<file path="src/rtl/snake_lcd_pkg.sv">
// Shared definitions for the snake-game LCD path: bus widths, requester IDs,
// arbiter FSM encodings and small helpers for indexing the 3-requester vectors.
package snake_lcd_pkg;

  localparam int DEF_X_WIDTH    = 8;
  localparam int DEF_Y_WIDTH    = 9;
  localparam int DEF_DATA_WIDTH = 16;
  localparam int NUM_REQ        = 3;

  localparam logic [1:0] REQ_BG     = 2'd0;
  localparam logic [1:0] REQ_SNAKE  = 2'd1;
  localparam logic [1:0] REQ_FOOD   = 2'd2;
  localparam logic [1:0] GRANT_NONE = 2'b11;

  typedef enum logic [1:0] {
    ST_IDLE  = 2'd0,
    ST_WRITE = 2'd1,
    ST_WAIT  = 2'd2
  } state_t;

  // Successor in the round-robin ring; GRANT_NONE wraps to the background.
  function automatic logic [1:0] rr_next(input logic [1:0] id);
    case (id)
      REQ_BG:    return REQ_SNAKE;
      REQ_SNAKE: return REQ_FOOD;
      default:   return REQ_BG;
    endcase
  endfunction

  function automatic logic req_bit(input logic [2:0] vec, input logic [1:0] id);
    case (id)
      REQ_BG:    return vec[0];
      REQ_SNAKE: return vec[1];
      REQ_FOOD:  return vec[2];
      default:   return 1'b0;
    endcase
  endfunction

endpackage

</file>
<file path="src/rtl/rr_priority_picker.sv">
// Combinational round-robin search over the three requesters, starting at the
// requester after the last winner.
module rr_priority_picker
  import snake_lcd_pkg::*;
(
  input  logic [2:0] valid,
  input  logic [1:0] last,
  output logic [1:0] index,
  output logic       found
);

  logic [1:0] w_c0;
  logic [1:0] w_c1;
  logic [1:0] w_c2;

  assign w_c0 = rr_next(last);
  assign w_c1 = rr_next(w_c0);
  assign w_c2 = rr_next(w_c1);

  always_comb begin
    index = w_c0;
    found = 1'b1;
    if (req_bit(valid, w_c0)) begin
      index = w_c0;
    end else if (req_bit(valid, w_c1)) begin
      index = w_c1;
    end else if (req_bit(valid, w_c2)) begin
      index = w_c2;
    end else begin
      found = 1'b0;
    end
  end

endmodule

</file>
<file path="src/rtl/lcd_pixel_arbiter.sv">
// Arbitrates background/snake/food pixel writers onto one LT24 driver port,
// with round-robin fairness and an optional per-owner burst lock.
module lcd_pixel_arbiter
  import snake_lcd_pkg::*;
#(
  parameter int X_WIDTH    = DEF_X_WIDTH,
  parameter int Y_WIDTH    = DEF_Y_WIDTH,
  parameter int DATA_WIDTH = DEF_DATA_WIDTH
) (
  input  logic                    clock,
  input  logic                    resetHW_n,
  input  logic [2:0]              req_valid,
  input  logic [2:0]              req_lock,
  input  logic [3*X_WIDTH-1:0]    req_x,
  input  logic [3*Y_WIDTH-1:0]    req_y,
  input  logic [3*DATA_WIDTH-1:0] req_data,
  output logic [2:0]              req_ack,
  output logic [1:0]              grant,
  input  logic                    pixelReady,
  output logic                    pixelWrite,
  output logic [X_WIDTH-1:0]      xAddr,
  output logic [Y_WIDTH-1:0]      yAddr,
  output logic [DATA_WIDTH-1:0]   pixelData
);

  state_t r_state, w_state_nxt;
  logic [1:0] r_grant, w_grant_nxt;
  logic [1:0] r_last, w_last_nxt;
  logic       r_lock, w_lock_nxt;
  logic       r_wait_first, w_wait_first_nxt;
  logic [1:0] w_pick_idx, w_winner;
  logic       w_pick_found, w_owner_hit, w_accept;

  logic [X_WIDTH-1:0]    r_x, w_sel_x;
  logic [Y_WIDTH-1:0]    r_y, w_sel_y;
  logic [DATA_WIDTH-1:0] r_data, w_sel_data;

  rr_priority_picker u_picker (
    .valid (req_valid),
    .last  (r_last),
    .index (w_pick_idx),
    .found (w_pick_found)
  );

  assign w_owner_hit = r_lock && req_bit(req_valid, r_grant);
  assign w_winner    = w_owner_hit ? r_grant : w_pick_idx;

  always_comb begin
    w_sel_x    = '0;
    w_sel_y    = '0;
    w_sel_data = '0;
    for (int i = 0; i < NUM_REQ; i++) begin
      if (w_winner == 2'(i)) begin
        w_sel_x    = req_x[i*X_WIDTH +: X_WIDTH];
        w_sel_y    = req_y[i*Y_WIDTH +: Y_WIDTH];
        w_sel_data = req_data[i*DATA_WIDTH +: DATA_WIDTH];
      end
    end
  end

  always_comb begin
    // NOTE: every output of this block is defaulted first so no path leaves one unassigned (no latch).
    w_state_nxt      = r_state;
    w_grant_nxt      = r_grant;
    w_last_nxt       = r_last;
    w_lock_nxt       = r_lock;
    w_wait_first_nxt = 1'b0;
    w_accept         = 1'b0;
    case (r_state)
      ST_IDLE: begin
        if (r_lock && !w_owner_hit) begin
          w_lock_nxt  = 1'b0;
          w_grant_nxt = GRANT_NONE;
        end
        if (pixelReady && (w_owner_hit || w_pick_found)) begin
          w_accept    = 1'b1;
          w_state_nxt = ST_WRITE;
          w_grant_nxt = w_winner;
          w_last_nxt  = w_winner;
          w_lock_nxt  = req_bit(req_lock, w_winner);
        end
      end
      ST_WRITE: begin
        w_state_nxt      = ST_WAIT;
        w_wait_first_nxt = 1'b1;
      end
      ST_WAIT: begin
        // The driver's ready may still be stale on the first WAIT cycle.
        if (!r_wait_first && pixelReady) begin
          w_state_nxt = ST_IDLE;
          if (!r_lock) w_grant_nxt = GRANT_NONE;
        end
      end
      default: w_state_nxt = ST_IDLE;
    endcase
  end

  // NOTE: sequential state uses non-blocking assignments so all registers update from pre-edge values.
  always_ff @(posedge clock or negedge resetHW_n) begin
    if (!resetHW_n) begin
      r_state      <= ST_IDLE;
      r_grant      <= GRANT_NONE;
      r_last       <= REQ_FOOD;
      r_lock       <= 1'b0;
      r_wait_first <= 1'b0;
      // NOTE: the pixel registers are plain flops, so clearing them on reset is cheap and makes outputs defined.
      r_x          <= '0;
      r_y          <= '0;
      r_data       <= '0;
    end else begin
      r_state      <= w_state_nxt;
      r_grant      <= w_grant_nxt;
      r_last       <= w_last_nxt;
      r_lock       <= w_lock_nxt;
      r_wait_first <= w_wait_first_nxt;
      if (w_accept) begin
        r_x    <= w_sel_x;
        r_y    <= w_sel_y;
        r_data <= w_sel_data;
      end
    end
  end

  assign pixelWrite = (r_state == ST_WRITE);
  assign grant      = r_grant;
  assign xAddr      = r_x;
  assign yAddr      = r_y;
  assign pixelData  = r_data;

  always_comb begin
    req_ack = '0;
    for (int i = 0; i < NUM_REQ; i++) begin
      if (pixelWrite && (r_grant == 2'(i))) req_ack[i] = 1'b1;
    end
  end

endmodule
</file>
<file path="config.mk">
export PLATFORM = sky130hd
export DESIGN_NAME = lcd_pixel_arbiter
export DESIGN_NICKNAME = d
export VERILOG_FILES = /design/src/rtl/snake_lcd_pkg.sv /design/src/rtl/rr_priority_picker.sv /design/src/rtl/lcd_pixel_arbiter.sv
export SDC_FILE = /design/constraint.sdc
export NUM_CORES = 1
export LEC_CHECK = 0
export BUFFER_PORTS_ARGS = -buffer_cell sky130_fd_sc_hd__buf_4
export CORE_UTILIZATION = 35
export DETAILED_ROUTE_END_ITERATION = 10
export PLACE_DENSITY = 0.66
export SLEW_MARGIN = 10
export SYNTH_ARGS = -nofsm -noshare
export SYNTH_HDL_FRONTEND = slang
export SYNTH_SLANG_ARGS = --single-unit
</file>
<file path="constraint.sdc">
create_clock -name clock -period 2.6 [get_ports clock]
set_input_delay 0.13 -clock clock [delete_from_list [all_inputs] [get_ports clock]]
set_output_delay 0.13 -clock clock [all_outputs]
set_load 0.03 [all_outputs]
</file>
==> impl_summary.log <==
[metrics] Chip Width: between 80 and 90 um
[metrics] number of setup buffers added after CTS: 0
[metrics] Seq/Total Area, Yosys: 0.403
[metrics] number of non-filler instances in the completed layout: between 400 and 500
[metrics] Routed wire per std cell: around 14 um
[metrics] library cell used as clock root buffer: clkbuf_8
[metrics] timing-limited maximum frequency: approximately 0.44 GHz
[metrics] cell taking the most area after synthesis: dfrtp_1
[metrics] detail-routed via count per cell: roughly 4.9
[metrics] final setup violating endpoints: 0
[metrics] TritonCTS buffer count: 5
[metrics] Peak supply drop: 0.449 mV
[metrics] Worst Setup Start Kind: register
[metrics] core box area: 6910 um^2
[metrics] Clock Skew: 9.02 ps
[metrics] Detailed Routing Iterations Pass 1: 4
[metrics] clock-pin slew on the worst setup and hold paths: roughly 70 ps
[metrics] Synth Net Count: between 300 and 400
[metrics] number of placed I/O pins: approximately 150
[metrics] largest buffer count on any clock path: 2
[metrics] count of vias placed by the detailed router: between 2k and 2.5k
[metrics] Final Hold Viols: 0
[metrics] RSZ-0062 raised after global routing: false
[metrics] Synth area leaders: dfrtp_1 (37%), a221oi_2 (17%), mux2i_1 (13%)
[metrics] wire length on met3: 491 um
[metrics] slew at the pin with the worst max-slew slack: ~570 ps
[metrics] count of inserted antenna diode cells: 0
[metrics] result of the run: completed
[metrics] footprint of the multi-input gates: around 1300 um^2
[metrics] dominant combinational cell family by area after synthesis: compound AO/OA/AOI/OAI gates
[metrics] count of warnings emitted by yosys: 0
[metrics] depth of the CTS H-tree: 2
[metrics] pin count of the biggest net entering global routing: 42
[metrics] Filler Cells Inserted: approximately 670
[metrics] Detailed Route Iter0 Violations: slightly below 50
[metrics] antenna violations before repair: 0
[metrics] shortest period the worst path allows: between 2000 and 2500 ps
[metrics] remaining number of nets flagged by the antenna check after routing: 0
[metrics] sort of element at the end of the critical path: register
[metrics] Relative slew margins: 0.620
[metrics] area of the die: between 7000 and 8000 um^2
[metrics] final cell utilization of the core: 0.546
[metrics] Top delay family on crit path: flip-flops
[metrics] first-pass GRT wire length: approximately 11000 um
[metrics] number of instances in the placed design: 475
[metrics] estimated wirelength of the detail-placed design: about 5200 um
[metrics] GRT overflow: 0
[metrics] CTS tree: done
[metrics] Post-synth ARST share: 1.00
[metrics] RD Place Congestion: 0.864
[metrics] Max Transition Viols Final: 0
[metrics] Post-Synth Adder-Cell Area: 0
[metrics] top layer used by detailed routing: met4
[metrics] fin crit share: 0.878
[metrics] Synth Area in Compound Gates: 0.230
[metrics] Setup WS post-layout: approximately 320 ps
[metrics] met2 routed WL: 3550 um
[metrics] WS Path Type: reg2reg
[metrics] Power Dens Cells: 1060 nW/um^2
[metrics] Post-synth top flop: dfrtp_1
[metrics] cell leakage power: roughly 0.0019 uW
[metrics] cell count after synthesis: 244
[metrics] reported max-cap violation count: 0
[metrics] synth unique cells: 38
[metrics] delay of the slowest cell on the worst path: ~620 ps
[metrics] TritonCTS sink count: between 40 and 50
[metrics] number of global-route vias before repair: 2325
[metrics] crit path cell chain: mux2i_1, o21a_1, nand2b_4, mux2_4, and2_4, a221oi_2
[metrics] height of the die: between 80 and 90 um
[metrics] floorplan row count: 30
[metrics] number of buffers and inverters on the critical path: 0
[metrics] overall routed net length: 6860 um
[metrics] average cell area after synthesis: roughly 10 um^2
[metrics] cell with the largest stage delay on the worst path: dfstp_2
[metrics] Tightest Hold Check Type: in2reg
[metrics] total negative slack: 0 ps
[metrics] parity-gate share of the synthesized area counting xor and xnor cells: 0
[metrics] post-synthesis simple-gate area fraction: 0.117
[metrics] effective utilization at floorplan: 0.370
[metrics] final-stage net count: 495
[metrics] global-route usage over all layers: 0.183
[metrics] Clock Latency Late Sink: 300 ps
[metrics] area delta synth->final: 47.6%
[metrics] Critical Path RT: between 2000 and 3000 ps
[metrics] EDFF count, synth: 0
[metrics] multiplexer fraction of the synthesized cell area: 0.140
[metrics] setup slack at placement: between 300 and 400 ps
[metrics] most frequently used cell type in the post-synthesis netlist: nor2_1
[metrics] PortBufs: 146
[metrics] largest fanout on the critical path: 33
[metrics] share of Yosys cell area claimed by the top area cell type: 0.372
[metrics] data arrival time of the critical path: ~2500 ps
[metrics] #FFs+latches synth: approximately 40
[metrics] fraction of layout instances using a drive strength above 1: 0.508
[metrics] DRT met1 WL: around 2700 um
[metrics] DRC violations left: 0
[metrics] combined flip-flop and latch cell area: 1030 um^2
[metrics] Commonest cells post-synth: nor2_1 (41), dfrtp_1 (38), inv_1 (36), mux2i_1 (33), a221oi_2 (29)
[metrics] combined area of all synthesized cells: 2550 um^2
-- cells by family (layout without fill, tap and decap cells) --
logic type,after synthesis,count (layout)
AND/OR/NAND/NOR,65,65
AO/OA/AOI/OAI,50,50
buffers and inverters,53,197
flip-flops,41,41
multiplexers,35,35
-- registers in the layout (all words and copies together), names as in the netlist --
register,cells
r_state,2
xAddr,8
pixelData,16
yAddr,9
grant,2
r_last,2
r_lock,1
r_wait_first,1
-- worst min-delay path: stages --
cell and delay (ps):
buf_4 80, nand3_1 50, nand3_1 60
-- metrics by stage --
step                      total power [uW]  hold WS, ps  area, um^2
after floorplan                       2870         -166        2550
after global placement                3580          158        3680
after detailed placement              3630          154        3680
after CTS                             4060         53.6        3770
after global routing                  4280         68.8        3770
final                                 4000         64.1        3770
-- repair_timing --
action	4_1_cts	5_1_grt
hold endpoints to repair	38	0
gates resized for setup	0	0
hold buffers	1	0
-- final timing paths --
kind,startpoint,end,slack (ps),depth (start not counted)
max,grant[1]$_DFFE_PN1P_,yAddr[1]$_DFFE_PN0P_,320,6
min,req_lock[2],r_lock$_DFFE_PN0P_,60,3
max reg2reg,grant[1]$_DFFE_PN1P_,yAddr[1]$_DFFE_PN0P_,320,6
min reg2reg,r_last[0]$_DFFE_PN0P_,r_last[0]$_DFFE_PN0P_,530,2
max in group asynchronous,resetHW_n,grant[0]$_DFFE_PN1P_,1860,2
min in group asynchronous,resetHW_n,pixelData[0]$_DFFE_PN0P_,350,2
-- placed cells by master (no fill, tap or decap), drive strengths merged --
| cell | netlist | routed |
|---|---|---|
| mux2i | 33 | 33 |
| o31ai | 1 | 1 |
| and2 | 1 | 1 |
| dlygate4sd3 | 0 | 1 |
| a21boi | 1 | 1 |
| a32oi | 1 | 1 |
| a21oi | 3 | 3 |
| or3 | 1 | 1 |
| nand3 | 3 | 3 |
| nand3b | 2 | 2 |
| o211ai | 1 | 1 |
| buf | 13 | 152 |
| inv | 36 | 36 |
| o21ai | 4 | 4 |
| o21a | 2 | 2 |
| a21o | 1 | 1 |
| nand2b | 5 | 5 |
| nor3 | 2 | 2 |
| o221ai | 1 | 1 |
| dfstp | 3 | 3 |
| a22oi | 1 | 1 |
| a222oi | 1 | 1 |
| a311o | 1 | 1 |
| nor3b | 3 | 3 |
| nor2b | 1 | 1 |
| a221oi | 32 | 32 |
| dfrtp | 38 | 38 |
| nor2 | 41 | 41 |
| nand2 | 6 | 6 |
| mux2 | 2 | 2 |
| clkinv | 0 | 2 |
| clkbuf | 4 | 6 |
-- layout make-up --
cell class	instances	share of cell area
multi-input cells	150	0.332
repair buffers	153	0.305
flip-flops and latches	41	0.273
inverters	36	0.0358
well taps	96	0.0319
clock buffers	6	0.0192
clock inverters	2	0.00266
-- report_power, final --
| part | leakage [uW] | switching, uW | internal (uW) |
|---|---|---|---|
| combinational | 0.00142 | 1390 | 1030 |
| clock | 0.0000450 | 222 | 186 |
| sequential | 0.000457 | 219 | 956 |
| total | 0.00192 | 1830 | 2170 |
-- layer usage --
metal / vias up / global-route usage
met3: 9 / 0.0521
met4: 0 / 0.0537
li1: 1148 / -
met2: 88 / 0.333
met1: 1109 / 0.207
met5: - / 0
No activity file was read; power rests on OpenSTA's default activity.
